==> src/rtl/syn_pipe_stage_elastic.sv <==
// rtl/syn_pipe_stage_elastic.sv - elastic inter-stage register with valid/ready, optional skid entry, flush and stall counter
module syn_pipe_stage_elastic #(
  parameter int                DATA_W     = 32,
  parameter int                SKID       = 1,
  parameter int                CLEAR_DATA = 1,
  parameter logic [DATA_W-1:0] CLEAR_VAL  = '0,
  parameter int                CNT_W      = 16
) (
  input  logic              clk,
  input  logic              rst_n,
  input  logic              flush,
  input  logic              in_valid,
  output logic              in_ready,
  input  logic [DATA_W-1:0] in_data,
  output logic              out_valid,
  input  logic              out_ready,
  output logic [DATA_W-1:0] out_data,
  output logic [1:0]        occupancy,
  output logic [CNT_W-1:0]  stall_cnt
);

  logic              r_main_v;
  logic [DATA_W-1:0] r_main_d;
  logic [CNT_W-1:0]  r_stall_cnt;
  logic              w_skid_v;
  logic              w_fire_in;
  logic              w_fire_out;

  assign w_fire_in  = in_valid & in_ready;
  assign w_fire_out = r_main_v & out_ready;

  assign out_valid  = r_main_v;
  assign out_data   = r_main_d;
  assign occupancy  = {1'b0, r_main_v} + {1'b0, w_skid_v};
  assign stall_cnt  = r_stall_cnt;

  generate
    if (SKID != 0) begin : g_skid
      logic              r_skid_v;
      logic [DATA_W-1:0] r_skid_d;

      // in_ready comes straight from a flop, so downstream ready never reaches upstream
      assign in_ready = ~r_skid_v;
      assign w_skid_v = r_skid_v;

      always_ff @(posedge clk) begin
        if (!rst_n) begin
          r_main_v <= 1'b0;
          r_skid_v <= 1'b0;
          r_main_d <= CLEAR_VAL;
          r_skid_d <= CLEAR_VAL;
        end else if (flush) begin
          r_main_v <= 1'b0;
          r_skid_v <= 1'b0;
          if (CLEAR_DATA != 0) begin
            r_main_d <= CLEAR_VAL;
            r_skid_d <= CLEAR_VAL;
          end
        end else if (r_skid_v) begin
          if (w_fire_out) begin
            r_main_d <= r_skid_d;
            r_skid_v <= 1'b0;
          end
        end else if (r_main_v) begin
          if (w_fire_in && w_fire_out) begin
            r_main_d <= in_data;
          end else if (w_fire_out) begin
            r_main_v <= 1'b0;
          end else if (w_fire_in) begin
            r_skid_d <= in_data;
            r_skid_v <= 1'b1;
          end
        end else if (w_fire_in) begin
          r_main_d <= in_data;
          r_main_v <= 1'b1;
        end
      end
    end else begin : g_noskid
      assign in_ready = ~r_main_v | out_ready;
      assign w_skid_v = 1'b0;

      always_ff @(posedge clk) begin
        if (!rst_n) begin
          r_main_v <= 1'b0;
          r_main_d <= CLEAR_VAL;
        end else if (flush) begin
          r_main_v <= 1'b0;
          if (CLEAR_DATA != 0) begin
            r_main_d <= CLEAR_VAL;
          end
        end else if (w_fire_in) begin
          r_main_d <= in_data;
          r_main_v <= 1'b1;
        end else if (w_fire_out) begin
          r_main_v <= 1'b0;
        end
      end
    end
  endgenerate

  // Flush does not clear the counter; it still counts a stalled flush cycle
  always_ff @(posedge clk) begin
    if (!rst_n) begin
      r_stall_cnt <= '0;
    end else if (r_main_v && !out_ready && (r_stall_cnt != {CNT_W{1'b1}})) begin
      r_stall_cnt <= r_stall_cnt + CNT_W'(1);
    end
  end

endmodule

==> config.mk <==
export PLATFORM = sky130hd
export DESIGN_NAME = syn_pipe_stage_elastic
export DESIGN_NICKNAME = d
export VERILOG_FILES = /design/src/rtl/syn_pipe_stage_elastic.sv
export SDC_FILE = /design/constraint.sdc
export NUM_CORES = 1
export LEC_CHECK = 0
export ABC_AREA = 0
export CORE_MARGIN = 2
export CORE_UTILIZATION = 40
export CTS_CLUSTER_DIAMETER = 30
export DETAILED_ROUTE_END_ITERATION = 10
export PLACE_DENSITY = 0.7
export SLEW_MARGIN = 20
export SYNTH_ARGS = -nofsm -noshare
export SYNTH_HDL_FRONTEND = slang
export SYNTH_SLANG_ARGS = --single-unit
==> constraint.sdc <==
create_clock -name clk -period 2 [get_ports clk]
set_input_delay 0.4 -clock clk [delete_from_list [all_inputs] [get_ports clk]]
set_output_delay 0.4 -clock clk [all_outputs]
set_load 0.02 [all_outputs]
Word level (Yosys, flattened, before mapping)
Cells that the tools add are included.
{ "op_classes": {"add_sub_neg": 2, "eq_ne": 3, "mux": 13, "n_bitwise": 6, "n_reduce_logical": 8} }
{ "op_table": {"columns": ["cell", "count"], "rows": [
  ["$mux W32", 5],
  ["$add A16 B1 Y16 const B", 1],
  ["$ne A16 B16 Y1 const B", 1],
  ["$mux W1", 8],
  ["$reduce_and A5 Y1", 1],
  ["$not A1 Y1", 4],
  ["$logic_and A1 B1 Y1", 3],
  ["$ne A3 B1 Y1 const B", 1],
  ["$reduce_and A3 Y1", 1],
  ["$reduce_bool A3 Y1", 1],
  ["$add A1 B1 Y2", 1],
  ["$and A1 B1 Y1", 2],
  ["$ne A2 B2 Y1 const B", 1],
  ["$reduce_or A2 Y1", 1],
  ["$logic_not A1 Y1", 1]
]} }
{ "totals": {"ff_bits": 82, "inputBits": 37, "output_inout_bits": 52} }

Depth between registers and ports, before layout
{ "depth": {"ltp_word": 7, "mapped_depth": 9, "depth_no_buf": 5} }

Least setup slack after synthesis
OpenSTA, ideal clock, no wires.
{ "synth_timing": {"kind": "register -> register", "start": "reg g_skid.r_skid_v", "end": "reg r_main_d[0] (netlist: out_data[0])", "setup_ps": 134, "arrival_ps": 2284, "t_required_ps": 1866, "setup_slack_ps": -418, "stages_incl_launch_ff": 10, "cell_sequence": "dfxtp_1 -> buf_2 -> buf_1 -> inv_1 -> ha_1 -> a21oi_1 -> or2_2 -> clkbuf_1 -> buf_2 -> a211oi_1"} }
{ "synth_via": {"elab_chain_len": 5, "elab_cells_between_ends": 8, "cone_classes": "eq/ne (2); mux (1); bitwise (2); reduce/logical (3)"} }
{ "synth_rtl": {"columns": ["element", "line_no", "rtl"], "rows": [
  ["start, declared", "39", "logic r_skid_v;"],
  ["start signal, assigned", "49", "r_skid_v <= 1'b0;"],
  ["start signal, assigned", "54", "r_skid_v <= 1'b0;"],
  ["start signal, assigned", "62", "r_skid_v <= 1'b0;"],
  ["$not A1 Y1 (no source line) (*)", null, null],
  ["named net in_ready", "13", "output logic in_ready,"],
  ["$and A1 B1 Y1 (*)", "29", "assign w_fire_in = in_valid & in_ready;"],
  ["$logic_and A1 B1 Y1", "65", "if (w_fire_in && w_fire_out) begin"],
  ["$ne A3 B1 Y1 (no source line)", null, null],
  ["$reduce_and A3 Y1 (no source line) (*)", null, null],
  ["end signal, assigned", "61", "r_main_d <= r_skid_d;"],
  ["end signal, assigned", "66", "r_main_d <= in_data;"],
  ["end signal, assigned", "74", "r_main_d <= in_data;"],
  ["end, declared", "23", "logic [DATA_W-1:0] r_main_d;"]
]} }
Mark *: on every way through the listed nets, which the timed path passes. The rest lies on a longest branch.
A chain may end at the register's enable or synchronous reset.

Worst setup path after layout
{ "layout_timing": {"start": "reg r_stall_cnt[3] (netlist: stall_cnt[3])", "end": "out stall_cnt[3]"} }
{ "layout_lines": {"columns": ["element", "line_no", "rtl"], "rows": [
  ["start, declared", "24", "logic [CNT_W-1:0] r_stall_cnt;"],
  ["start signal, assigned", "106", "r_stall_cnt <= r_stall_cnt + CNT_W'(1);"],
  ["end, declared", "19", "output logic [CNT_W-1:0] stall_cnt"]
]} }
No word-level cell between the ends.

==> flow_metrics.tcl <==
set metrics [dict create \
    ys_types 39 \
    cts_setup_buffers 0 \
    synthToLayoutAreaGrowth_pct 36.7 \
    fin_crit_sh 0.926 \
    dieArea_um2 9510 \
    synthArstFlopShare 0 \
    syn_area_um2 3500 \
    dr.pass1.iters 4 \
    hold_buffers 0 \
    critPathTopFamily "buffers and inverters" \
    synth_fp_nets 441 \
    seq_area_um2 1640 \
    grtUsageTotal 0.186 \
    clk_pin_slew_ns 0.08 \
    seqPwrFrac 0.534 \
    die_h_um 97.5 \
    overflow 0 \
    io_buffer_count 88 \
    antenna_found_initial 0 \
    cellLeakagePower_nw 1.60 \
    wirelength_um 8760 \
    combPwrFrac 0.145 \
    cp_cell_sequence "clkdlybuf4s50_1" \
    yosys_warnings 0 \
    holdWs_ns 0.456 \
    start_util 0.407 \
    core_area_um2 8590 \
    clockPowerShare 0.321 \
    powerDensity_nw_per_um2 666 \
    swShare 0.258 \
    worst_pin_slew_ns 0.442 \
    p_int_w 0.00236 \
    dpl.hpwl_um 6090 \
    drc 0 \
    end_kind "primary output" \
    grt_setup_unrepaired "no" \
    final_cell_mix "86 x clkdlybuf4s50_1, 80 x dfxtp_1, 76 x nand2_1, 41 x a21oi_1, 37 x mux2i_1" \
    antenna_left 0 \
    drv_slew 0 \
    rows 34 \
    cp-start-kind "flop" \
    cts.htree.levels 3 \
    multiInputGateArea_um2 1730 \
    status "finished, final reports clean" \
    clk_path_buf_depth 2 \
    nets 532 \
    hold_viol_final 0 \
    diodes 0 \
    ctsResizeCount 3 \
    place_congestion 0.812 \
    max-cap-violations 0 \
    die_w_um 97.5 \
    finalClockSkew_ns 0.00715 \
    drive_above_1_share 0.0909 \
    grt_pass1_wl_um 14600 \
    synth_cells 401 \
    criticalPathCategory "flop to primary output" \
    critPathArrivalTime_ns 1.45 \
    synth_enable_flop_cells 0 \
    via_count 3201 \
    max_stage_delay_ns 0.66 \
    grt_pass1_vias 3148 \
    cts_tree "built" \
    clk-insertion-delay-late_ns 0.35 \
    crit_slowest_cell "clkdlybuf4s50_1" \
    clock_sinks 82 \
    syn_area_per_cell_um2 8.73 \
    ys_seq_elements 82 \
    io_pins 89 \
    grt_max_degree 35 \
    critical_path_buf_inv_count 1 \
    finalSetupTns_ns 0 \
    ir_worst_vdd_mv 0.384 \
    root_buffer "clkbuf_8" \
    ys_seq_area_frac 0.469 \
    synthFlopType "dfxtp_1" \
    mostFrequentLayoutCell "clkdlybuf4s50_1" \
    wl_per_cell_um 14.5 \
    fill_cells 823 \
    required_ns 1.60 \
    finalSetupViolCount 0 \
    drt_iter0_drc 105 \
    crit_fanout 6 \
    max_freq_mhz 540 \
    slew_headroom 0.705 \
    min_period_ns 1.85 \
    cts_buffers 9 \
    p_sw_w 0.000824 \
    via_per_inst 5.31 \
    min_path_type "flop to flop" \
]
[worst min-delay path: stages (launching register included)]
cell and delay (ns):
dfxtp_1 0.31, nand2_1 0.05, a21oi_1 0.05
[flip-flops by register name, summed over array words and instances, names as in the netlist]
register and cells:
g_skid.r_skid_d 32, out_data 32, stall_cnt 16, g_skid.r_skid_v 1, out_valid 1
[kinds of logic after synthesis]
family	synth area share
DFF	0.469
adders and majority gates	0.0107
muxes	0.106
buffers and inverters	0.0422
and+or+nand+nor	0.213
AOI/OAI and AO/OA	0.159
[power by group through the flow]
| stage | Sequential [W] | Combinational [W] | Clock, W |
|---|---|---|---|
| finish | 0.00170 | 0.000461 | 0.00102 |
| global placement | 0.00174 | 0.000459 | 0 |
| global route | 0.00171 | 0.000503 | 0.00110 |
| detailed placement | 0.00174 | 0.000466 | 0 |
| CTS | 0.00170 | 0.000467 | 0.00106 |
| floorplan | 0.00178 | 0.000184 | 0 |
[through the flow]
step,cell area (um^2),power (W),setup slack [ns],instances,utilization
2_1_floorplan,3510,0.00197,0.0249,401,-
3_3_place_gp,4630,0.00220,-0.0536,589,0.539
3_5_place_dp,4630,0.00221,-0.103,589,0.539
4_1_cts,4780,0.00323,0.130,603,0.557
5_1_grt,4780,0.00331,0.0892,603,0.557
6_report,4780,0.00319,0.148,603,0.557
[final cells by class]
class | count | share of cell area
multi-input combinational | 283 | 0.362
sequential | 82 | 0.344
timing repair buffer | 110 | 0.229
clock buffer | 10 | 0.0288
tap | 108 | 0.0282
inverter | 6 | 0.00471
clock inverter | 4 | 0.00418
[path summary, 6_finish.rpt]
path,from,end,slack (ns),cells past startpoint
setup / recovery,stall_cnt[3],stall_cnt[3],0.15,1
hold / removal,g_skid.r_skid_d[30],g_skid.r_skid_d[30],0.46,2
setup reg to reg,stall_cnt[0],stall_cnt[14],0.26,6
hold reg to reg,g_skid.r_skid_d[30],g_skid.r_skid_d[30],0.46,2
[Yosys cell counts (2+ instances only)]
master | n | share of area
a211oi_1 | 33 | 0.071
a21oi_1 | 42 | 0.060
a31oi_1 | 2 | 0.0036
and3_1 | 2 | 0.0036
buf_1 | 4 | 0.0043
buf_2 | 4 | 0.0057
clkbuf_1 | 21 | 0.023
dfxtp_1 | 82 | 0.47
ha_1 | 3 | 0.011
inv_1 | 5 | 0.0054
mux2i_1 | 37 | 0.11
nand2_1 | 76 | 0.082
nand2b_1 | 6 | 0.011
nand3_1 | 5 | 0.0071
nand4_1 | 4 | 0.0071
nor2_1 | 3 | 0.0032
nor2b_1 | 2 | 0.0036
nor3_1 | 36 | 0.051
nor3b_1 | 2 | 0.0043
nor4_1 | 4 | 0.0071
o21ai_0 | 4 | 0.0057
o31ai_1 | 2 | 0.0043
or2_1 | 2 | 0.0036
or3_1 | 3 | 0.0054
or4_1 | 3 | 0.0064
[metal layers]
layer / part of all wire / GRT usage / wire [um]
met1: 0.44 / 0.229 / 3830
met2: 0.49 / 0.318 / 4270
met3: 0.064 / 0.0396 / 561
met4: 0.012 / 0.0748 / 104
met5: 0 / 0 / 0
(Power assumes the default switching activity.)
